`src/rtl/elevator_pkg.sv`:
```
// elevator_pkg
//   Shared types and constants for the SCAN elevator controller.
//   - state_t : controller state (IDLE, MOVING, OPEN)
//   - DIR_UP / DIR_DOWN : encoding of the travel-direction register
package elevator_pkg;

    typedef enum logic [1:0] {
        ST_IDLE   = 2'd0,
        ST_MOVING = 2'd1,
        ST_OPEN   = 2'd2
    } state_t;

    localparam logic DIR_UP   = 1'b1;
    localparam logic DIR_DOWN = 1'b0;

endpackage

```
`src/rtl/elevator_chk.sv`:
```
// elevator_chk
//   Simulation checks for the elevator controller.
//   Ports:
//     clk, rst            : clock, synchronous active-high reset
//     step_up, step_down  : the cabin steps one floor on this edge
//     floor               : current floor index
//     up, down            : motor drive outputs
module elevator_chk #(
    parameter int FLOORS  = 8,
    parameter int FLOOR_W = $clog2(FLOORS)
) (
    input  logic               clk,
    input  logic               rst,
    input  logic               step_up,
    input  logic               step_down,
    input  logic [FLOOR_W-1:0] floor,
    input  logic               up,
    input  logic               down
);

    localparam logic [FLOOR_W-1:0] TOP_FLOOR = FLOOR_W'(FLOORS - 1);

    // Cabin never steps past the shaft ends; motor directions never overlap.
    always @(posedge clk) begin
        if (!rst) begin
            assert (!(step_up && (floor == TOP_FLOOR)));
            assert (!(step_down && (floor == {FLOOR_W{1'b0}})));
            assert (!(up && down));
        end
    end

endmodule

```
`src/rtl/elevator_req_reg.sv`:
```
// elevator_req_reg
//   Latches floor requests into the pending vector and reports whether any
//   pending request lies above or below the current floor.
//   Ports:
//     clk, rst  : clock, synchronous active-high reset
//     req       : raw floor requests (bit i = floor i)
//     served    : bits that must be cleared / not latched this cycle
//     floor     : current floor index
//     pending   : latched, unserved requests
//     above     : some pending bit is above floor
//     below     : some pending bit is below floor
module elevator_req_reg
    import elevator_pkg::*;
#(
    parameter int FLOORS  = 8,
    parameter int FLOOR_W = $clog2(FLOORS)
) (
    input  logic               clk,
    input  logic               rst,
    input  logic [FLOORS-1:0]  req,
    input  logic [FLOORS-1:0]  served,
    input  logic [FLOOR_W-1:0] floor,
    output logic [FLOORS-1:0]  pending,
    output logic               above,
    output logic               below
);

    logic [FLOORS-1:0] r_pending;
    logic [FLOORS-1:0] w_above_mask;
    logic [FLOORS-1:0] w_below_mask;

    // Pending request register: accumulate new requests, drop served ones.
    always_ff @(posedge clk) begin
        if (rst) begin
            r_pending <= {FLOORS{1'b0}};
        end else begin
            r_pending <= (r_pending | req) & ~served;
        end
    end

    // Masks selecting the floors strictly above / below the current floor.
    always_comb begin
        w_above_mask = {FLOORS{1'b0}};
        w_below_mask = {FLOORS{1'b0}};
        for (int i = 0; i < FLOORS; i++) begin
            w_above_mask[i] = (i > int'(floor));
            w_below_mask[i] = (i < int'(floor));
        end
    end

    assign pending = r_pending;
    assign above   = |(r_pending & w_above_mask);
    assign below   = |(r_pending & w_below_mask);

endmodule

```
`src/rtl/elevator_scan_ctrl.sv`:
```
// elevator_scan_ctrl
//   N-floor elevator controller serving latched requests in SCAN order.
//   Ports:
//     clk, rst  : clock, synchronous active-high reset
//     req       : floor requests, pulse or level (bit i = floor i)
//     inopen    : door-open button
//     inclose   : door-close button
//     overload  : cabin overload, holds the door open
//     open      : door-open drive (registered)
//     close     : door-closed drive, always ~open
//     up, down  : motor drives (registered, mutually exclusive)
//     floor     : current floor
//     pending   : latched, unserved requests
module elevator_scan_ctrl
    import elevator_pkg::*;
#(
    parameter int FLOORS     = 8,
    parameter int FLOOR_W    = $clog2(FLOORS),
    parameter int TRAVEL_CYC = 4,
    parameter int DOOR_CYC   = 6
) (
    input  logic               clk,
    input  logic               rst,
    input  logic [FLOORS-1:0]  req,
    input  logic               inopen,
    input  logic               inclose,
    input  logic               overload,
    output logic               open,
    output logic               close,
    output logic               up,
    output logic               down,
    output logic [FLOOR_W-1:0] floor,
    output logic [FLOORS-1:0]  pending
);

    localparam int TRAVEL_W = (TRAVEL_CYC > 1) ? $clog2(TRAVEL_CYC) : 1;
    localparam int DOOR_W   = (DOOR_CYC > 1) ? $clog2(DOOR_CYC) : 1;
    localparam logic [TRAVEL_W-1:0] TRAVEL_LOAD = TRAVEL_W'(TRAVEL_CYC - 1);
    localparam logic [DOOR_W-1:0]   DOOR_LOAD   = DOOR_W'(DOOR_CYC - 1);
    localparam logic [FLOOR_W-1:0]  FLOOR_ONE   = FLOOR_W'(1);

    state_t              r_state;
    logic                r_dir;
    logic [FLOOR_W-1:0]  r_floor;
    logic [TRAVEL_W-1:0] r_travel_cnt;
    logic [DOOR_W-1:0]   r_door_cnt;
    logic                r_open;
    logic                r_up;
    logic                r_down;

    logic [FLOORS-1:0]   w_pending;
    logic [FLOORS-1:0]   w_served;
    logic                w_above;
    logic                w_below;
    logic                w_dir_pend;
    logic                w_opp_pend;
    logic [FLOOR_W-1:0]  w_step_floor;
    logic                w_travel_done;
    logic                w_door_hold;
    logic                w_door_expire;
    logic                w_enter_open;
    logic [FLOOR_W-1:0]  w_open_floor;
    logic                w_step_up;
    logic                w_step_down;

    elevator_req_reg #(
        .FLOORS  (FLOORS),
        .FLOOR_W (FLOOR_W)
    ) u_req_reg (
        .clk     (clk),
        .rst     (rst),
        .req     (req),
        .served  (w_served),
        .floor   (r_floor),
        .pending (w_pending),
        .above   (w_above),
        .below   (w_below)
    );

    assign w_dir_pend    = (r_dir == DIR_UP) ? w_above : w_below;
    assign w_opp_pend    = (r_dir == DIR_UP) ? w_below : w_above;
    assign w_step_floor  = (r_dir == DIR_UP) ? (r_floor + FLOOR_ONE) : (r_floor - FLOOR_ONE);
    assign w_travel_done = (r_travel_cnt == {TRAVEL_W{1'b0}});
    // A request for the floor the door is open at behaves like inopen.
    assign w_door_hold   = inopen | overload | req[r_floor];
    assign w_door_expire = ~w_door_hold & (inclose | (r_door_cnt == {DOOR_W{1'b0}}));
    assign w_step_up     = (r_state == ST_MOVING) & w_travel_done & (r_dir == DIR_UP);
    assign w_step_down   = (r_state == ST_MOVING) & w_travel_done & (r_dir == DIR_DOWN);

    // Decide whether the door opens on this edge, and at which floor.
    always_comb begin
        w_enter_open = 1'b0;
        w_open_floor = r_floor;
        case (r_state)
            ST_IDLE: begin
                w_enter_open = inopen | w_pending[r_floor];
            end
            ST_MOVING: begin
                if (w_travel_done) begin
                    w_open_floor = w_step_floor;
                    w_enter_open = w_pending[w_step_floor];
                end else begin
                    w_enter_open = 1'b0;
                end
            end
            default: begin
                w_enter_open = 1'b0;
            end
        endcase
    end

    // Floor bit to drop from pending: the floor being opened at, or the floor
    // the door is already open at (so its requests are not re-latched).
    always_comb begin
        w_served = {FLOORS{1'b0}};
        if (w_enter_open) begin
            w_served[w_open_floor] = 1'b1;
        end else if (r_state == ST_OPEN) begin
            w_served[r_floor] = 1'b1;
        end else begin
            w_served = {FLOORS{1'b0}};
        end
    end

    // Controller FSM with counters and registered drive outputs.
    always_ff @(posedge clk) begin
        if (rst) begin
            r_state      <= ST_IDLE;
            r_dir        <= DIR_UP;
            r_floor      <= {FLOOR_W{1'b0}};
            r_travel_cnt <= {TRAVEL_W{1'b0}};
            r_door_cnt   <= {DOOR_W{1'b0}};
            r_open       <= 1'b0;
            r_up         <= 1'b0;
            r_down       <= 1'b0;
        end else begin
            case (r_state)
                ST_IDLE: begin
                    if (w_enter_open) begin
                        r_state    <= ST_OPEN;
                        r_door_cnt <= DOOR_LOAD;
                        r_open     <= 1'b1;
                    end else if (w_dir_pend) begin
                        r_state      <= ST_MOVING;
                        r_travel_cnt <= TRAVEL_LOAD;
                        r_up         <= (r_dir == DIR_UP);
                        r_down       <= (r_dir == DIR_DOWN);
                    end else if (w_opp_pend) begin
                        r_state      <= ST_MOVING;
                        r_dir        <= ~r_dir;
                        r_travel_cnt <= TRAVEL_LOAD;
                        r_up         <= (r_dir == DIR_DOWN);
                        r_down       <= (r_dir == DIR_UP);
                    end
                end
                ST_MOVING: begin
                    if (w_travel_done) begin
                        r_floor <= w_step_floor;
                        if (w_enter_open) begin
                            r_state    <= ST_OPEN;
                            r_door_cnt <= DOOR_LOAD;
                            r_open     <= 1'b1;
                            r_up       <= 1'b0;
                            r_down     <= 1'b0;
                        end else if (w_dir_pend) begin
                            // New floor not requested, so anything in the
                            // travel direction lies strictly beyond it.
                            r_travel_cnt <= TRAVEL_LOAD;
                        end else begin
                            r_state <= ST_IDLE;
                            r_up    <= 1'b0;
                            r_down  <= 1'b0;
                        end
                    end else begin
                        r_travel_cnt <= r_travel_cnt - {{(TRAVEL_W-1){1'b0}}, 1'b1};
                    end
                end
                ST_OPEN: begin
                    if (w_door_hold) begin
                        r_door_cnt <= DOOR_LOAD;
                    end else if (w_door_expire) begin
                        r_open <= 1'b0;
                        if (w_dir_pend) begin
                            r_state      <= ST_MOVING;
                            r_travel_cnt <= TRAVEL_LOAD;
                            r_up         <= (r_dir == DIR_UP);
                            r_down       <= (r_dir == DIR_DOWN);
                        end else if (w_opp_pend) begin
                            r_state      <= ST_MOVING;
                            r_dir        <= ~r_dir;
                            r_travel_cnt <= TRAVEL_LOAD;
                            r_up         <= (r_dir == DIR_DOWN);
                            r_down       <= (r_dir == DIR_UP);
                        end else begin
                            r_state <= ST_IDLE;
                        end
                    end else begin
                        r_door_cnt <= r_door_cnt - {{(DOOR_W-1){1'b0}}, 1'b1};
                    end
                end
                default: begin
                    r_state <= ST_IDLE;
                    r_open  <= 1'b0;
                    r_up    <= 1'b0;
                    r_down  <= 1'b0;
                end
            endcase
        end
    end

    elevator_chk #(
        .FLOORS  (FLOORS),
        .FLOOR_W (FLOOR_W)
    ) u_chk (
        .clk       (clk),
        .rst       (rst),
        .step_up   (w_step_up),
        .step_down (w_step_down),
        .floor     (r_floor),
        .up        (r_up),
        .down      (r_down)
    );

    assign open    = r_open;
    assign close   = ~r_open;
    assign up      = r_up;
    assign down    = r_down;
    assign floor   = r_floor;
    assign pending = w_pending;

endmodule

```
`config.mk`:
```
export PLATFORM = sky130hd
export DESIGN_NAME = elevator_scan_ctrl
export DESIGN_NICKNAME = d
export VERILOG_FILES = /design/src/rtl/elevator_pkg.sv /design/src/rtl/elevator_chk.sv /design/src/rtl/elevator_req_reg.sv /design/src/rtl/elevator_scan_ctrl.sv
export SDC_FILE = /design/constraint.sdc
export NUM_CORES = 1
export LEC_CHECK = 0
export CAP_MARGIN = 15
export CORE_ASPECT_RATIO = 0.7
export CORE_MARGIN = 1.5
export CORE_UTILIZATION = 30
export CTS_CLUSTER_SIZE = 10
export DETAILED_ROUTE_END_ITERATION = 6
export PLACE_DENSITY_LB_ADDON = 0.05
export SLEW_MARGIN = 20
export SYNTH_ARGS = -nofsm -noshare
export SYNTH_HDL_FRONTEND = slang
export SYNTH_SLANG_ARGS = --single-unit
export TNS_END_PERCENT = 10
```
`constraint.sdc`:
```
create_clock -name clk -period 3.46 [get_ports clk]
set_input_delay 0.346 -clock clk [delete_from_list [all_inputs] [get_ports clk]]
set_output_delay 0.346 -clock clk [all_outputs]
set_load 0.005 [all_outputs]
```
Word-level counts from Yosys, hierarchy flattened
Index checks and enable logic that the tools add are counted.
{ "op_classes": {"add_sub_neg": 4, "mul": 0, "div": 0, "order_cmp": 19, "eq_ne": 11, "shifts": 0, "muxes": 70, "bitwise_logic": 13, "reduce_logical": 15} }
{ "op_table": {"columns": ["op", "n"], "rows": [
  ["1-bit two-way mux", 32],
  ["2-bit two-way mux", 16],
  ["3-bit two-way mux", 7],
  ["8-bit bitwise AND", 2],
  ["8-bit two-way mux", 2],
  ["8-bit OR reduction", 2],
  ["3-bit > comparator, first input constant", 4],
  ["3-bit by 4-bit < comparator with 1-bit output, second input constant", 3],
  ["3-bit inequality test, second input constant", 4],
  ["2-bit case mux with 3 select lines", 2],
  ["5-bit AND reduction", 2],
  ["1-bit binary-select mux with 3-bit select", 3],
  ["3-bit < comparator, first input constant", 3],
  ["1-bit case mux with 3 select lines", 3],
  ["3-bit case mux with 3 select lines", 1],
  ["8-bit by 7-bit bitwise AND with 8-bit output", 1],
  ["2-bit inequality test, second input constant", 4],
  ["8-bit NOT", 1],
  ["8-bit bitwise OR", 1],
  ["1-bit demux with 3-bit select", 2],
  ["3-bit by 1-bit greater-or-equal comparator with 1-bit output, second input constant", 2],
  ["2-bit by 3-bit > comparator with 1-bit output, first input constant", 2],
  ["1-bit by 3-bit < comparator with 1-bit output, first input constant", 2],
  ["2-bit by 3-bit < comparator with 1-bit output, first input constant", 2],
  ["19 further kinds", 29]
]} }
{ "totals": {"reg_bits": 22, "latch_bits": 0, "mem_bits_rw": 0, "romBits": 0, "inputBits": 13, "out_inout_bits": 15, "mem_count": 0} }

Longest topological paths before layout
Gate-level depths: netlist (run 1).
{ "logic_depth": {"depth_word": 11, "depth_mapped": 11} }

Modules after synthesis
Synthesis (run 1) repeated with hierarchy kept, for this count alone.
{ "unflattened": {"hier_cells": 187, "hier_area_um2": 1566.5} }
{ "modules_own_cells": {"columns": ["module", "n_inst", "cells_per_inst", "area_each_um2", "seq_area_each_um2"], "rows": [
  ["elevator_scan_ctrl", 1, 145, 1209.9, 280.3],
  ["elevator_req_reg", 1, 42, 356.6, 160.2]
]} }

Least setup slack after synthesis (run 1)
No wires, ideal clock.
{ "synth_path": {"kind": "reg2reg", "startpoint": "register r_floor[0] (netlist: floor[0])", "endpoint": "register r_travel_cnt[1]", "arrival_ps": 2467, "t_required_ps": 3365, "setup_slack_ps": 898, "path_stages_with_launch": 12, "n_path_buf": 2, "synth_period_minus_slack_ps": 2562, "path_cell_list": "dfxtp_1 -> buf_6 -> buf_4 -> inv_2 -> ha_1 -> xnor2_1 -> mux4_2 -> mux2i_1 -> o221ai_1 -> a21oi_1 -> o21ai_1 -> a221oi_1"} }
{ "synth_via": {"elab_chain_cells": 9, "elab_cells_between_ends": 47, "classes_between": "add/sub (2); order compare (14); eq/ne (5); mux (17); bitwise (6); reduce/logical (3)"} }
{ "synth_lines": {"columns": ["item", "line", "rtl"], "rows": [
  ["start: declaration", "elevator_scan_ctrl.sv:44", "logic [FLOOR_W-1:0] r_floor;"],
  ["start signal: assignment", "elevator_scan_ctrl.sv:130", "r_floor <= {FLOOR_W{1'b0}};"],
  ["start signal: assignment", "elevator_scan_ctrl.sv:158", "r_floor <= w_step_floor;"],
  ["branches (longest 9 deep; another with 3-bit by 1-bit subtractor with 3-bit output)", null, null],
  ["end signal: assignment", "elevator_scan_ctrl.sv:131", "r_travel_cnt <= {TRAVEL_W{1'b0}};"],
  ["end signal: assignment", "elevator_scan_ctrl.sv:175", "r_travel_cnt <= r_travel_cnt - {{(TRAVEL_W-1){1'b0}}, 1'b1};"],
  ["end: declaration", "elevator_scan_ctrl.sv:45", "logic [TRAVEL_W-1:0] r_travel_cnt;"]
]} }
Parallel ways; which one is timed is not known. The select of a mux whose other input is x is not followed.
A chain may end at the register's enable or synchronous reset.

Final worst setup path (run 1)
{ "layout_path": {"startpoint": "register r_floor[0] (netlist: floor[0])", "endpoint": "register u_req_reg.r_pending[5] (netlist: u_req_reg.pending[5])"} }
{ "layout_via": {"elab_chain_cells": 11, "elab_cells_between_ends": 26, "classes_between": "add/sub (2); order compare (4); mux (15); bitwise (3); reduce/logical (2)"} }
{ "layout_lines": {"columns": ["item", "line", "rtl"], "rows": [
  ["3-bit by 1-bit subtractor with 3-bit output / 3-bit by 1-bit adder with 3-bit output (equally long branches)", "elevator_scan_ctrl.sv:82", "assign w_step_floor = (r_dir == DIR_UP) ? (r_floor + FLOOR_ONE) : (r_floor - FLOOR_ONE);"],
  ["3-bit two-way mux", "elevator_scan_ctrl.sv:82", null],
  ["3-bit two-way mux (2 in series)", null, null],
  ["3-bit by 4-bit < comparator with 1-bit output (implied by the code) / 3-bit by 1-bit greater-or-equal comparator with 1-bit output (equally long branches)", "elevator_scan_ctrl.sv:117", "w_served[w_open_floor] = 1'b1;"],
  ["1-bit logical AND (implied by the code)", "elevator_scan_ctrl.sv:117", null],
  ["1-bit two-way mux (implied by the code)", "elevator_scan_ctrl.sv:117", null],
  ["1-bit demux with 3-bit select", "elevator_scan_ctrl.sv:117", null],
  ["8-bit two-way mux (*)", "elevator_scan_ctrl.sv:116", "if (w_enter_open) begin"],
  ["8-bit NOT (*)", "elevator_req_reg.sv:37", "r_pending <= (r_pending | req) & ~served;"],
  ["8-bit bitwise AND (*)", "elevator_req_reg.sv:37", null],
  ["end signal: assignment", "elevator_req_reg.sv:35", "r_pending <= {FLOORS{1'b0}};"],
  ["end signal: assignment", "elevator_req_reg.sv:37", null],
  ["end: declaration", "elevator_req_reg.sv:28", "logic [FLOORS-1:0] r_pending;"]
]} }
Every way passes the cells marked *; elsewhere a longest branch is shown, timed or not. The select of a mux whose other input is x is not followed.

==> insert_results.sql, run 1 <==
INSERT INTO impl_metrics (metric_group, metric, value, unit) VALUES
('yosys', 'yosysWarningCount', '0', ''),
('sta', 'report.final.setup_viol', '0', ''),
('worst_setup_path', 'critical_path_peak_fanout', '17', ''),
('cts', 'postCtsSetupBuffers', '0', ''),
('yosys', 'post_synthesis_sequential_element_count', '22', ''),
('global_routing', 'global_route_wire_length_before_repair', '7493', 'um'),
('route', 'drt_pass1_iterations', '4', ''),
('worst_setup_path', 'timing.critical_path.arrival', '3.16', 'ns'),
('yosys', 'syn_area_per_cell', '8.425', 'um2'),
('floorplan', 'row_count', '21', ''),
('route', 'detail-route-antenna-nets', '0', ''),
('finish', 'syn2layout_area_growth', '25.67', '%'),
('sta', 'fin_crit_sh', '87.23', '%'),
('finish', 'final_nets', '236', ''),
('floorplan', 'die_area', '5615', 'um2'),
('floorplan', 'design.portCount', '28', ''),
('route', 'avgViaCountPerCell', '5.391', ''),
('yosys', 'postSynth.topFlopCell', 'dfxtp_1', ''),
('sta', 'finalHoldViolations', '0', ''),
('pwr', 'worst_case_vdd_ir_drop', '0.2431', 'mV'),
('cts', 'cts_tree', 'built', ''),
('finish', 'layout_cell_share_with_drive_strength_beyond_1', '8.019', '%'),
('worst_setup_path', 'type_of_element_capturing_the_critical_path', 'register', ''),
('yosys', 'number_of_library_cell_types_mapped_by_synthesis', '50', ''),
('cts', 'cts.htree.levels', '1', ''),
('route', 'detailroute.via_count', '1515', ''),
('route', 'wirelength', '4603', 'um'),
('sta', 'final_period_minus_worst_setup_slack', '3.018', 'ns'),
('place', 'globalplace.congestion', '0.8231', ''),
('cts', 'cts.sinks', '22', ''),
('place', 'numPlacedInstances', '278', ''),
('global_routing', 'initial_antenna_violation_count', '0', ''),
('cts', 'root_buffer', 'clkbuf_8', ''),
('global_routing', 'grt_usage', '17.54', '%'),
('yosys', 'syn-cell-area', '1550', 'um2'),
('sta', 'rsz0062_at_grt', 'false', ''),
('finish', 'n_fill_cell', '493', ''),
('cts', 'number_of_buffers_on_the_longest_clock_path', '2', ''),
('global_routing', 'grt_start_max_net_pins', '24', ''),
('pwr', 'power-per-cell-area', '599.2', 'nW/um2'),
('floorplan', 'die_h', '63.15', 'um'),
('cts', 'ctsHoldBuffers', '0', ''),
('run', 'timing.max_cap.violations', '0', ''),
('route', 'drt-initial-drc-count', '102', ''),
('finish', 'diodes', '0', ''),
('global_routing', 'grt_pass1_vias', '1484', ''),
('route', 'wl_per_cell', '16.38', 'um'),
('min_path', 'hp-class', 'reg2reg', ''),
('sta', 'tns', '0', 'ns'),
('worst_setup_path', 'cp-start-kind', 'register', ''),
('cts', 'clk_transition_reported_paths', '0.08', 'ns'),
('yosys', 'synthesis.instances', '184', ''),
('finish', 'final_cells', '281', ''),
('route', 'drc', '0', ''),
('floorplan', 'chipWidth', '88.92', 'um'),
('sta', 'worst_pin_slew', '0.8525', 'ns'),
('place', 'place_hpwl', '3522', 'um'),
('sta', 'finalClockSkew', '0.007653', 'ns'),
('yosys', 'top_area_cells_in_the_synthesized_netlist', 'dfxtp_1 (28%), ha_1 (7.3%), nor2_1 (6.8%)', ''),
('yosys', 'mappedNetlistNets', '206', ''),
('pwr', 'power.static_leakage', '0.7334', 'nW'),
('sta', 'relative_slew_slack', '42.99', '%'),
('floorplan', 'initial_utilization', '31.72', '%'),
('finish', 'regArea', '440.4', 'um2'),
('yosys', 'ys_seq_area_share', '28.41', '%'),
('global_routing', 'overflow', '0', ''),
('cts', 'tritoncts.num_buffers', '3', ''),
('yosys', 'synthDominantCellAreaShare', '28.41', '%'),
('place', 'port-buffer-count', '27', ''),
('cts', 'clk-insertion-delay-late', '0.27', 'ns'),
('yosys', 'share_of_flip_flops_with_an_asynchronous_set_or_reset_after_synthesis', '0', '%'),
('sta', 'maxClockFrequency', '0.3313', 'GHz'),
('yosys', 'synth_enable_flop_cells', '0', ''),
('finish', 'multiInputGateArea', '1023', 'um2'),
('worst_setup_path', 'data_required_time_of_the_worst_path', '3.60', 'ns'),
('yosys', 'netlist.top_cell.by_area', 'dfxtp_1', ''),
('sta', 'final-max-slew-violation-count', '0', ''),
('worst_setup_path', 'critical_path_class', 'reg2reg', ''),
('floorplan', 'core_region_area', '4887', 'um2'),
('cts', 'post_cts.resized_instances', '0', ''),
('status', 'outcome', 'finished clean', '');
==> synthesized netlist by cell type (3+ instances only) <==
master     number
nor2_1         28
o21ai_0         4
nand3b_1        4
ha_1            9
nor3_1          6
nand2b_1        4
a2111oi_0       4
nand2_1         4
nor2b_1         9
and2_1          3
inv_1          10
a311o_1         5
mux4_2          4
dfxtp_1        22
o31ai_1         3
clkbuf_1        5
a21oi_1        13
mux2i_1         5
==> cell type report <==
class | instances | area share [%]
clock buffers | 3 | 2.119
flip-flops and latches | 22 | 22.61
well taps | 69 | 4.432
repair buffers | 32 | 15.80
inverters | 13 | 2.505
multi-input cells | 142 | 52.54
==> stage by stage <==
stage | hold WS (ns) | instance area (um2) | setup WS (ns) | total power [mW] | util, %
5_1_grt | 0.4707 | 1948 | 0.1073 | 1.262 | 39.86
2_1_floorplan | 0.4109 | 1550 | 0.8979 | 0.7919 | -
3_3_place_gp | 0.4275 | 1907 | 0.4799 | 0.9939 | 39.02
3_5_place_dp | 0.4314 | 1907 | 0.4742 | 1.003 | 39.02
6_report | 0.4410 | 1948 | 0.4417 | 1.167 | 39.86
4_1_cts | 0.4437 | 1948 | 0.4488 | 1.170 | 39.86
==> critical path, cell delays in order (launching register included) <==
cell	delay, ns
dfxtp_1	0.76
inv_2	0.08
ha_1	0.32
xnor2_1	0.28
mux4_2	0.35
mux2i_1	0.22
nor2_1	0.11
nor2_1	0.19
nor2_1	0.15
a2111oi_0	0.43
==> per-layer routing <==
layer  routed length (um)  part of all wire, %  vias up  track usage (%)
met5                    0                    0        -                0
met4                   51                  1.1        0            4.102
met3                  345                  7.5       10            6.291
met2                 1931                   42       57            24.53
met1                 2275                   49      718            25.42
li1                     -                    -      730                -
==> final timing paths <==
check	slack (ns)	start	depth (start not counted)	to
min reg2reg	0.44	r_door_cnt[0]$_SDFFE_PP0P_	1	r_door_cnt[0]$_SDFFE_PP0P_
min	0.44	r_door_cnt[0]$_SDFFE_PP0P_	1	r_door_cnt[0]$_SDFFE_PP0P_
max reg2reg	0.44	floor[0]$_SDFF_PP0_	9	u_req_reg.pending[5]$_SDFF_PP0_
max	0.44	floor[0]$_SDFF_PP0_	9	u_req_reg.pending[5]$_SDFF_PP0_
==> kinds of logic after synthesis <==
logic type	Yosys count	share of synthesized area [%]
mux	11	10.73
buf+inv	20	5.569
flops	22	28.41
compound gates	49	22.76
simple gates	70	23.57
xor+xnor	3	1.695
fa+ha+maj	9	7.264
==> cell usage in the layout, fill, tap and decap left out, drive strengths merged, types with 4 or more instances in the layout <==
master         count
nor3               6
nor2b              9
a21oi             13
mux2i              5
inv               12
ha                 9
o21ai              5
buf                5
a2111oi            4
dfxtp             22
mux4               4
nor2              28
nand3b             4
nand2              4
clkdlybuf4s50     27
a311o              5
nand2b             4
==> power by group <==
group	switching, mW	internal, mW
logic	0.302	0.296
registers	0.0899	0.316
clock network	0.0857	0.0778
total	0.478	0.690
==> flip-flops by register name, indices dropped and copies added (netlist names) <==
| signal | cells |
|---|---|
| u_req_reg.pending | 8 |
| floor | 3 |
| r_door_cnt | 3 |
| r_state | 2 |
| r_travel_cnt | 2 |
| down | 1 |
| open | 1 |
| r_dir | 1 |
| up | 1 |
Power figures use the tool's default switching activity.
==> run 2, diff against run 1 <==
- CORE_ASPECT_RATIO: 0.7 -> 1.2
==> run 2 against run 1 <==
  * Combinational power grew 2%
  * Non-clock buffer count shrank 1
  * Final area grew 0.58%
  * Power grew 5.9%
  * Wire length shrank 1.0%
  * Setup slack gained 0.26 ns
  * Clock-buffer cell count is the same
  * Highest routed layer unchanged
==> insert_results.sql, run 2 (synthesized netlist as in run 1, its figures left out) <==
INSERT INTO impl_metrics (metric_group, metric, value, unit) VALUES
('place', 'globalplace.congestion', '0.8497', ''),
('cts', 'clk_transition_reported_paths', '0.09', 'ns'),
('place', 'place_hpwl', '3405', 'um'),
('finish', 'layout_cell_share_with_drive_strength_beyond_1', '8.019', '%'),
('route', 'detailroute.via_count', '1490', ''),
('route', 'drc', '0', ''),
('route', 'detail-route-antenna-nets', '0', ''),
('cts', 'tritoncts.num_buffers', '3', ''),
('worst_setup_path', 'data_required_time_of_the_worst_path', '3.63', 'ns'),
('min_path', 'whs_path_depth', '1', ''),
('cts', 'cts.sinks', '22', ''),
('route', 'wirelength', '4557', 'um'),
('sta', 'finalHoldViolations', '0', ''),
('finish', 'layout_commonest_cell', 'nor2_1', ''),
('floorplan', 'core_region_area', '4940', 'um2'),
('cts', 'clk-insertion-delay-late', '0.27', 'ns'),
('sta', 'maxClockFrequency', '0.3624', 'GHz'),
('route', 'drt-initial-drc-count', '73', ''),
('finish', 'largest_register_ff_count', '8', ''),
('floorplan', 'die_h', '81.75', 'um'),
('sta', 'report.final.setup_viol', '0', ''),
('sta', 'final_period_minus_worst_setup_slack', '2.760', 'ns'),
('sta', 'relative_slew_slack', '42.34', '%'),
('cts', 'ctsHoldBuffers', '0', ''),
('cts', 'root_buffer', 'clkbuf_8', ''),
('worst_setup_path', 'critical_path_class', 'reg2reg', ''),
('worst_setup_path', 'type_of_element_capturing_the_critical_path', 'register', ''),
('cts', 'cts_tree', 'built', ''),
('pwr', 'power.static_leakage', '0.7433', 'nW'),
('route', 'wl_per_cell', '16.75', 'um'),
('sta', 'fin_crit_sh', '79.76', '%'),
('finish', 'diodes', '0', ''),
('floorplan', 'die_area', '5609', 'um2'),
('cts', 'number_of_buffers_on_the_longest_clock_path', '2', ''),
('run', 'timing.max_cap.violations', '0', ''),
('worst_setup_path', 'worstReg2RegStart', 'floor[0]$_SDFF_PP0_', ''),
('place', 'post_dp_cell_area', '1888', 'um2'),
('sta', 'worst_pin_slew', '0.8621', 'ns'),
('pwr', 'worst_case_vdd_ir_drop', '0.2013', 'mV'),
('global_routing', 'initial_antenna_violation_count', '0', ''),
('worst_setup_path', 'reg2reg_setup_slack', '0.70', 'ns'),
('finish', 'final_nets', '235', ''),
('global_routing', 'grt_start_max_net_pins', '24', ''),
('finish', 'syn2layout_area_growth', '26.39', '%'),
('min_path', 'hp-class', 'reg2reg', ''),
('worst_setup_path', 'cp-start-kind', 'register', ''),
('worst_setup_path', 'crit-reg2reg-capture', 'r_door_cnt[2]$_SDFFE_PP0P_', ''),
('sta', 'rsz0062_at_grt', 'false', ''),
('finish', 'finalCoreUtilization', '39.67', '%'),
('floorplan', 'row_count', '28', ''),
('global_routing', 'overflow', '0', ''),
('finish', 'finalInstanceArea', '1959', 'um2'),
('worst_setup_path', 'r2r_cells', '8', ''),
('worst_setup_path', 'critical_path_peak_fanout', '19', ''),
('min_path', 'hp-start', 'r_door_cnt[0]$_SDFFE_PP0P_', ''),
('cts', 'cts.htree.levels', '1', ''),
('status', 'outcome', 'finished clean', ''),
('floorplan', 'initial_utilization', '31.38', '%'),
('cts', 'post_cts.resized_instances', '0', ''),
('route', 'avgViaCountPerCell', '5.478', ''),
('min_path', 'min_to', 'r_door_cnt[0]$_SDFFE_PP0P_', ''),
('cts', 'postCtsSetupBuffers', '0', ''),
('global_routing', 'grt_usage', '17.84', '%'),
('global_routing', 'grt_pass1_vias', '1471', ''),
('sta', 'tns', '0', 'ns'),
('finish', 'most_frequent_cells_in_the_layout', 'nor2_1 (28), clkdlybuf4s50_1 (27), dfxtp_1 (22)', ''),
('global_routing', 'global_route_wire_length_before_repair', '7479', 'um'),
('route', 'drt_pass1_iterations', '4', ''),
('pwr', 'power-per-cell-area', '631.1', 'nW/um2'),
('sta', 'finalClockSkew', '0.002503', 'ns'),
('sta', 'final-max-slew-violation-count', '0', ''),
('place', 'port-buffer-count', '27', ''),
('floorplan', 'design.portCount', '28', ''),
('floorplan', 'chipWidth', '68.62', 'um'),
('worst_setup_path', 'timing.critical_path.arrival', '2.93', 'ns');
run 2: cell types whose count changed in the layout (fill, tap and decap cells not counted):
cell | previous run | this run
buf_4 | 5 | 4
bufinv_16 | 0 | 1
run 2: critical path: stages, from the launching register on:
cell      delay, ns
dfxtp_1        0.35
buf_4          0.25
mux2_1         0.35
mux4_2         0.49
o31ai_1        0.34
and2_1         0.28
and2b_1        0.24
nor2_1         0.09
a311oi_1       0.26
run 2: per-stage QoR:
stage	instances	worst slack [ns]	hold WS [ns]	total power, mW
final	272	0.7005	0.4620	1.237
after CTS	272	0.7021	0.4632	1.246
after global routing	272	0.5167	0.4898	1.341
after global placement	268	0.6468	0.4325	0.9836
after detailed placement	268	0.5746	0.4495	0.9933
after floorplan	184	0.8979	0.4109	0.7919
run 2: cell type report:
type / count / area, um2
well taps: 60 / 75.07
flip-flops and latches: 22 / 440.4
clock inverters: 1 / 30.03
inverters: 13 / 48.80
fillers: 504 / 2980
multi-input cells: 142 / 1023
clock buffers: 3 / 41.29
repair buffers: 31 / 300.3
run 2: power by group:
part           switching, mW  internal (mW)
Clock                 0.0933          0.155
Sequential            0.0645          0.316
Combinational          0.318          0.291
Total                  0.475          0.761
run 2: worst max-delay path by stage:
stage	endpoint	slack, ns	startpoint	cells after the start
2_1_floorplan	r_travel_cnt[1]$_SDFFE_PP0P_	0.90	floor[0]$_SDFF_PP0_	11
4_1_cts	r_door_cnt[2]$_SDFFE_PP0P_	0.70	floor[0]$_SDFF_PP0_	8
5_1_grt	r_door_cnt[2]$_SDFFE_PP0P_	0.52	floor[0]$_SDFF_PP0_	8
3_3_place_gp	r_door_cnt[1]$_SDFFE_PP0P_	0.65	req[7]	7
6_report	r_door_cnt[2]$_SDFFE_PP0P_	0.70	floor[0]$_SDFF_PP0_	8
3_5_place_dp	r_door_cnt[2]$_SDFFE_PP0P_	0.57	req[7]	8
run 2: layer usage:
| metal | routed length (um) | GRT usage [%] | vias up |
|---|---|---|---|
| li1 | - | - | 730 |
| met1 | 2035 | 22.19 | 715 |
| met2 | 2342 | 32.31 | 43 |
| met3 | 156 | 1.781 | 2 |
| met4 | 23 | 4.200 | 0 |
| met5 | 0 | 0 | - |
